**config.mk**
```make
export PLATFORM = sky130hd
export DESIGN_NAME = solve_controller
export DESIGN_NICKNAME = d
export VERILOG_FILES = /design/src/rtl/solve_pkg.sv /design/src/rtl/sync_edge_detect.sv /design/src/rtl/solve_controller.sv
export SDC_FILE = /design/constraint.sdc
export NUM_CORES = 1
export LEC_CHECK = 0
export ABC_CLOCK_PERIOD_IN_PS = 5950
export CORE_UTILIZATION = 44
export CTS_BUF_LIST = sky130_fd_sc_hd__clkbuf_4
export DETAILED_ROUTE_END_ITERATION = 10
export GPL_TIMING_DRIVEN = 1
export PLACE_DENSITY_LB_ADDON = 0.08
export SLEW_MARGIN = 20
export SYNTH_ARGS = -nofsm -noshare
export SYNTH_HDL_FRONTEND = slang
export SYNTH_HIERARCHICAL = 1
export SYNTH_SLANG_ARGS = --single-unit
```
**constraint.sdc**
```tcl
create_clock -name clock -period 5.95 [get_ports clock]
set_input_delay 0.595 -clock clock [delete_from_list [all_inputs] [get_ports clock]]
set_output_delay 0.595 -clock clock [all_outputs]
set_load 0.01 [all_outputs]
```
**src/rtl/solve_pkg.sv**
```systemverilog
// solve_pkg: shared status/state enums and seven-segment result glyphs for solve_controller
package solve_pkg;
  typedef enum logic [2:0] {
    IDLE    = 3'd0,
    BUSY    = 3'd1,
    PASS    = 3'd2,
    FAIL    = 3'd3,
    TIMEOUT = 3'd4
  } solve_status_t;
  typedef enum logic [2:0] {S_IDLE, S_CLEAR, S_REQ, S_WAIT, S_DONE} state_t;
  localparam logic [6:0] GLYPH_S    = 7'b0010010;
  localparam logic [6:0] GLYPH_F    = 7'b0001110;
  localparam logic [6:0] GLYPH_T    = 7'b0000111;
  localparam logic [6:0] GLYPH_DASH = 7'b0111111;
endpackage

```
**src/rtl/sync_edge_detect.sv**
```systemverilog
// sync_edge_detect: 2-flop synchroniser of async d plus prev flop; rise pulses one cycle on each synchronised rising edge
module sync_edge_detect (
  input  logic clock,
  input  logic reset,
  input  logic d,
  output logic rise
);
  logic s1, s2, prev;
  always_ff @(posedge clock or posedge reset)
    if (reset) {s1, s2, prev} <= 3'b000;
    else {s1, s2, prev} <= {d, s1, s2};
  assign rise = s2 & ~prev;
endmodule

```
**src/rtl/solve_controller.sv**
```systemverilog
// solve_controller: start/done handshake initiator (btn_start,seed_in,grid_done,grid_success in; grid_seed,grid_clear,grid_rq_start,status,elapsed,hex_glyph out)
module solve_controller
  import solve_pkg::*;
#(
  parameter int SEED_W         = 8,
  parameter int CNT_W          = 32,
  parameter int TIMEOUT_CYCLES = 100_000_000
) (
  input  logic              clock,
  input  logic              reset,
  input  logic              btn_start,
  input  logic [SEED_W-1:0] seed_in,
  output logic [SEED_W-1:0] grid_seed,
  output logic              grid_clear,
  output logic              grid_rq_start,
  input  logic              grid_done,
  input  logic              grid_success,
  output logic [2:0]        status,
  output logic [CNT_W-1:0]  elapsed,
  output logic [6:0]        hex_glyph
);
  localparam logic [CNT_W-1:0] TMO = CNT_W'(TIMEOUT_CYCLES);
  state_t state, state_n;
  solve_status_t result, result_n, st;
  logic start_edge, accept;
  sync_edge_detect u_sync (
    .clock(clock),
    .reset(reset),
    .d(btn_start),
    .rise(start_edge)
  );
  assign accept = start_edge & (state == S_IDLE | state == S_DONE);
  always_ff @(posedge clock or posedge reset)
    if (reset) state <= S_IDLE;
    else state <= state_n;
  always_comb begin
    state_n  = state;
    result_n = result;
    unique case (state)
      S_IDLE, S_DONE: state_n = accept ? S_CLEAR : state;
      S_CLEAR:        state_n = S_REQ;
      S_REQ:          state_n = S_WAIT;
      S_WAIT: begin
        if (grid_done) begin
          state_n  = S_DONE;
          result_n = grid_success ? PASS : FAIL;
        end else if (elapsed + CNT_W'(1) == TMO) begin
          state_n  = S_DONE;
          result_n = TIMEOUT;
        end
      end
      default:        state_n = S_IDLE;
    endcase
  end
  always_ff @(posedge clock or posedge reset)
    if (reset) begin
      grid_seed <= '0;
      elapsed   <= '0;
      result    <= IDLE;
    end else begin
      result    <= result_n;
      grid_seed <= accept ? seed_in : grid_seed;
      elapsed   <= state == S_REQ ? '0 : state == S_WAIT ? elapsed + CNT_W'(1) : elapsed;
    end
  assign st            = state == S_IDLE ? IDLE : state == S_DONE ? result : BUSY;
  assign status        = st;
  assign grid_clear    = state == S_CLEAR;
  assign grid_rq_start = state == S_REQ;
  assign hex_glyph     = st == PASS ? GLYPH_S : st == FAIL ? GLYPH_F : st == TIMEOUT ? GLYPH_T : GLYPH_DASH;
endmodule

```
==> results of run 1 <==
==> layout by cell type, fill, tap and decap left out, types with 3 or more instances in the layout <==
cell             synthesis  final
clkdlybuf4s50_1          0     62
dfrtp_1                 49     49
nand2_1                 42     42
o21ai_0                 27     27
nor2_1                  19     19
a21oi_1                 17     17
nor3_1                  17     17
nand3_1                 16     16
inv_1                   13     12
mux2_2                  10     10
a22o_1                   9      9
and3_1                   8      8
or3_1                    8      8
a21o_1                   7      7
a31oi_1                  7      7
clkbuf_4                 0      7
nand4_1                  5      5
o31ai_1                  5      5
nor4_1                   5      5
and4_1                   4      4
and2_1                   4      4
nand2b_1                 4      4
xor2_1                   3      3
or2_2                    3      3
==> flip-flops by register name, indices dropped and copies added (netlist names) <==
| signal | flops |
|---|---|
| u_sync/s2 | 1 |
| u_sync/s1 | 1 |
| elapsed | 32 |
| grid_seed | 8 |
| u_sync/prev | 1 |
| state | 3 |
| result | 3 |
==> cell usage after synthesis (all sizes together), types with 3 or more instances <==
cell / number / share of area, %
a21o: 7 / 1.7
a21oi: 17 / 2.7
a22o: 9 / 2.5
a31oi: 7 / 1.4
and2: 4 / 0.80
and3: 8 / 1.6
and4: 4 / 1.1
buf: 12 / 2.6
clkbuf: 15 / 1.8
dfrtp: 49 / 39
inv: 13 / 1.6
mux2: 10 / 3.6
nand2: 42 / 5.0
nand2b: 4 / 0.80
nand3: 17 / 2.9
nand4: 8 / 2.5
nor2: 19 / 2.3
nor3: 17 / 2.7
nor4: 8 / 2.5
o21ai: 28 / 4.5
o31ai: 6 / 1.9
or2: 3 / 0.60
or3: 8 / 1.6
or4: 4 / 1.2
xor2: 3 / 0.84
==> cell families after synthesis <==
family	count (synthesis)	share of synthesized area, %
adder cells (fa/ha/maj)	2	0.7989
flip-flops	49	39.15
buffers and inverters	40	5.953
AO/OA/AOI/OAI	97	20.86
AND/OR/NAND/NOR	152	27.37
multiplexers	12	4.235
other	2	0.2398
XOR/XNOR	5	1.399
==> through the flow <==
| step | std cells | hold slack (ns) | worst slack (ns) | total power [mW] | area (um2) |
|---|---|---|---|---|---|
| global route | 500 | 0.3850 | 2.476 | 1.119 | 3811 |
| floorplan | 359 | 0.3312 | 3.237 | 0.7073 | 3132 |
| global placement | 492 | 0.3403 | 2.999 | 0.8849 | 3750 |
| finish | 500 | 0.3784 | 2.693 | 1.046 | 3811 |
| CTS | 500 | 0.3805 | 2.701 | 1.058 | 3810 |
| detailed placement | 492 | 0.3364 | 2.871 | 0.8883 | 3750 |
==> worst paths after layout <==
check / to / start / cells past startpoint / slack (ns)
setup / recovery: grid_clear / state[0] / 3 / 2.69
hold / removal: u_sync/s2 / u_sync/s1 / 0 / 0.38
setup reg to reg: state[1] / elapsed[0] / 8 / 2.86
hold reg to reg: u_sync/s2 / u_sync/s1 / 0 / 0.38
max in group asynchronous: elapsed[29] / reset / 2 / 4.77
min in group asynchronous: u_sync/prev / reset / 2 / 0.42
==> power by group through the flow <==
| stage | Clock, mW | Combinational, mW | Sequential (mW) |
|---|---|---|---|
| CTS | 0.173 | 0.418 | 0.467 |
| finish | 0.168 | 0.412 | 0.467 |
| detailed placement | 0 | 0.415 | 0.474 |
| floorplan | 0 | 0.264 | 0.443 |
| global route | 0.181 | 0.456 | 0.482 |
| global placement | 0 | 0.416 | 0.469 |
==> metal layers <==
layer | track usage, % | part of all wire (%)
met1 | 29.14 | 47
met2 | 36.51 | 47
met3 | 3.714 | 5.5
met4 | 5.758 | 0.90
met5 | 0 | 0
==> critical path: cells and delay by family (launching register included) <==
family | cells | cell delay, ns
simple gates | 1 | 0.27
buf+inv | 2 | 1.00
flops | 1 | 1.03
==> cell type report <==
type / instances / area, um2
inverter: 13 / 50.05
multi-input combinational: 270 / 1719
clock buffer: 7 / 52.55
timing repair buffer: 64 / 635.6
clock inverter: 1 / 7.507
fill: 661 / 3020
sequential: 49 / 1226
tap: 96 / 120.1
==> results.yml, run 1 <==
pwr:
  vdd_ir_drop_max_mv: 0.2349
  clkPwrFrac_pct: 16.0
  p_sw_uw: 416.4
  p_int_uw: 629.8
  p_leak_nw: 1.514
  combPwrFrac_pct: 39.4
  pwr-share-seq_pct: 44.6
  powerDensity_nw_per_um2: 274.5
  p_sw_share_pct: 39.80
global_routing:
  grt-ovfl-total: 0
  grt_pass1_vias: 2611
  track_usage_pct: 21.77
  grt_pass1_wl_um: 12810
  antenna_found_initial: 0
  grt_max_degree: 47
floorplan:
  num_rows: 30
  core-area_um2: 6832
  ios: 65
  die_h_um: 86.37
  start_util_pct: 45.84
  die_area_um2: 7459
  die_w_um: 86.37
layout:
  syn2layout_area_growth_pct: 21.69
  antenna_cells: 0
  final_nets: 418
  drive_gt1_share_pct: 8.911
  utilization_pct: 55.79
routing:
  dr.pass1.iters: 4
  drc: 0
  wl_per_cell_um: 15.55
  antenna_left: 0
  post_drt_via_cell_ratio: 5.778
  first_iter_violations: 164
  wirelength_um: 7775
  vias: 2889
sta:
  fin_setup_tns_ns: 0
  maxSlewHeadroom_pct: 33.27
  setup_viol: 0
  clock-skew-final_ns: 0.01931
  fin_crit_sh_pct: 54.75
  finalMaxSlewViolations: 0
  rsz0062_at_grt: "false"
  timing.fmax_mhz: 307.0
  finalCriticalPeriod_ns: 3.258
  worstMarginPinSlew_ns: 1.001
  finalHoldViolations: 0
setup_path:
  critPathRequiredTime_ns: 5.36
  arrival_ns: 2.66
  slowest_stage: "dfrtp_1"
  worstPathMaxFanout: 31
  critPathMaxStageDelay_ns: 1.03
  crit_path_start_kind: "register"
  worstSetupEndpointType: "output port"
  path_cells: "inv_1 -> nor3_1 -> clkdlybuf4s50_1"
  crit_type: "reg2out"
synthesis:
  ys_seq_area_share_pct: 39.15
  syn_avg_cell_area_um2: 8.724
  ys_seq_elements: 49
  syn-num-nets: 374
  synth-edff-count: 0
  synth_top_flop_cell: "dfrtp_1"
  synth_warnings: 6
  syn_area_um2: 3132
  syn_inst: 359
  async_flop_share_pct: 100.0
  ys_types: 62
clocking:
  cts_root_buf: "clkbuf_4"
  post_cts_buffers: 0
  postCtsHoldBufs: 0
  cts_made_buffers: 5
  h-tree-depth: 2
  cts.sinks: 49
  tritoncts: "yes"
  path_clk_slew_ns: 0.14
  cts_resized: 0
  clock_path_buffers: 2
  clock_latency_ns: 0.38
placed_design:
  dp_hpwl_um: 5502
  port_buffers: 62
  place_congestion: 0.8592
outcome:
  status: "completed"
worst_hold_path:
  min_path_type: "reg2reg"
run:
  maxCapViolations: 0
Note: power is estimated with default switching activity, not from simulation.
==> run 2, diff against run 1 <==
- ABC_CLOCK_PERIOD_IN_PS: 5950 -> 3200
- clock period: 5.95 -> 3.2 ns (I/O delays scaled with it)
==> results.yml, run 2 (synthesis results as in run 1) <==
sta:
  fin_crit_sh_pct: 90.71
  maxSlewHeadroom_pct: 45.96
  finalMaxSlewViolations: 0
  finalHoldViolations: 0
  fin_ws_ns: 0.2973
  rsz0062_at_grt: "false"
  worstMarginPinSlew_ns: 0.8097
  setup_viol: 0
  finalCriticalPeriod_ns: 2.903
  timing.fmax_mhz: 344.5
  fin_setup_tns_ns: 0
  clock-skew-final_ns: 0.006923
floorplan:
  die_area_um2: 7459
  die_w_um: 86.37
  core-area_um2: 6832
  start_util_pct: 45.84
  die_h_um: 86.37
  num_rows: 30
  ios: 65
layout:
  final_nets: 425
  largest_reg_flops: 32
  fill_cells: 649
  design_area_um2: 3864
  drive_gt1_share_pct: 10.46
  final_cell_mix: "clkdlybuf4s50_1 (62), dfrtp_1 (49), nand2_1 (42), o21ai_0 (27), nor2_1 (19)"
  reg_top3: "elapsed (32), grid_seed (8)"
  top_register: "elapsed"
  utilization_pct: 56.56
  antenna_cells: 0
  final_common_cell: "clkdlybuf4s50_1"
  syn2layout_area_growth_pct: 23.37
clocking:
  path_clk_slew_ns: 0.15
  cts.sinks: 49
  cts_root_buf: "clkbuf_4"
  cts_resized: 0
  post_cts_buffers: 0
  clock_latency_ns: 0.38
  cts_made_buffers: 5
  tritoncts: "yes"
  postCtsHoldBufs: 0
  clock_path_buffers: 2
  h-tree-depth: 2
outcome:
  status: "completed"
pwr:
  p_total_mw: 1.973
  p_leak_nw: 1.550
  powerDensity_nw_per_um2: 510.7
  vdd_ir_drop_max_mv: 0.4015
routing:
  first_iter_violations: 228
  vias: 2955
  wl_per_cell_um: 15.93
  wirelength_um: 8075
  post_drt_via_cell_ratio: 5.828
  dr.pass1.iters: 7
  drc: 0
  antenna_left: 0
global_routing:
  grt_pass1_wl_um: 13330
  track_usage_pct: 22.72
  antenna_found_initial: 0
  grt_pass1_vias: 2788
  grt-ovfl-total: 0
  grt_max_degree: 47
setup_path:
  crit_type: "reg2reg"
  reg2reg_to: "result[1]"
  worstSetupEndpointType: "register"
  r2r_start: "elapsed[7]"
  worstPathMaxFanout: 13
  crit_family: "simple AND/OR/NAND/NOR gates"
  crit_end: "result[1]"
  reg2reg_depth: 7
  path_buf_inv: 0
  crit_path_start_kind: "register"
  path_cells: "nand4_2 -> or3_1 -> nor3_1 -> nand4b_1 -> a211o_1 -> nor4_1 -> o21ai_0"
  critPathMaxStageDelay_ns: 0.62
  critical_path_depth: 7
  ff2ff_setup_slack_ns: 0.30
  arrival_ns: 3.18
  slowest_stage: "or3_1"
  crit_start: "elapsed[7]"
  critPathRequiredTime_ns: 3.47
placed_design:
  dp_hpwl_um: 5720
  port_buffers: 62
  place_congestion: 0.8791
  place_area_um2: 3802
  pre_cts_slack_ns: 0.3031
worst_hold_path:
  min_path_type: "in2async"
run:
  maxCapViolations: 0
==> run 2: cell count changes in the layout (fill, tap and decap cells not counted) <==
cell | previous run | this run
buf_4 | 2 | 9
==> run 2: final cells by class <==
cell class | instances | area [um2] | area share (%)
sequential | 49 | 1226 | 31.74
inverter | 13 | 50.05 | 1.295
clock buffer | 7 | 52.55 | 1.360
clock inverter | 1 | 7.507 | 0.1943
multi-input combinational | 270 | 1719 | 44.49
timing repair buffer | 71 | 688.2 | 17.81
tap | 96 | 120.1 | 3.109
==> run 2: stage by stage <==
step | hold WS [ns] | cells
floorplan | 0.07364 | 359
global placement | 0.3497 | 499
detailed placement | 0.3456 | 499
CTS | 0.1171 | 507
global route | 0.1428 | 507
finish | 0.1321 | 507
==> run 2: report_power, final <==
group	switching (mW)	internal [mW]
clock network	0.210	0.104
registers	0.101	0.713
logic	0.473	0.372
==> run 2: routing by layer <==
layer	part of all wire, %	vias to the layer above	global-route usage (%)
li1	-	1426	-
met1	46	1414	29.96
met2	48	98	37.30
met3	4.0	17	4.190
met4	2.1	0	8.333
met5	0	-	0
==> run 2: worst min path at each step <==
stage	start	endpoint	slack (ns)	cells after the start
CTS	reset	u_sync/s1	0.12	2
global route	reset	u_sync/s1	0.14	2
finish	reset	u_sync/prev	0.13	2
detailed placement	u_sync/s1	u_sync/s2	0.35	0
global placement	u_sync/s1	u_sync/s2	0.35	0
floorplan	reset	u_sync/prev	0.07	1
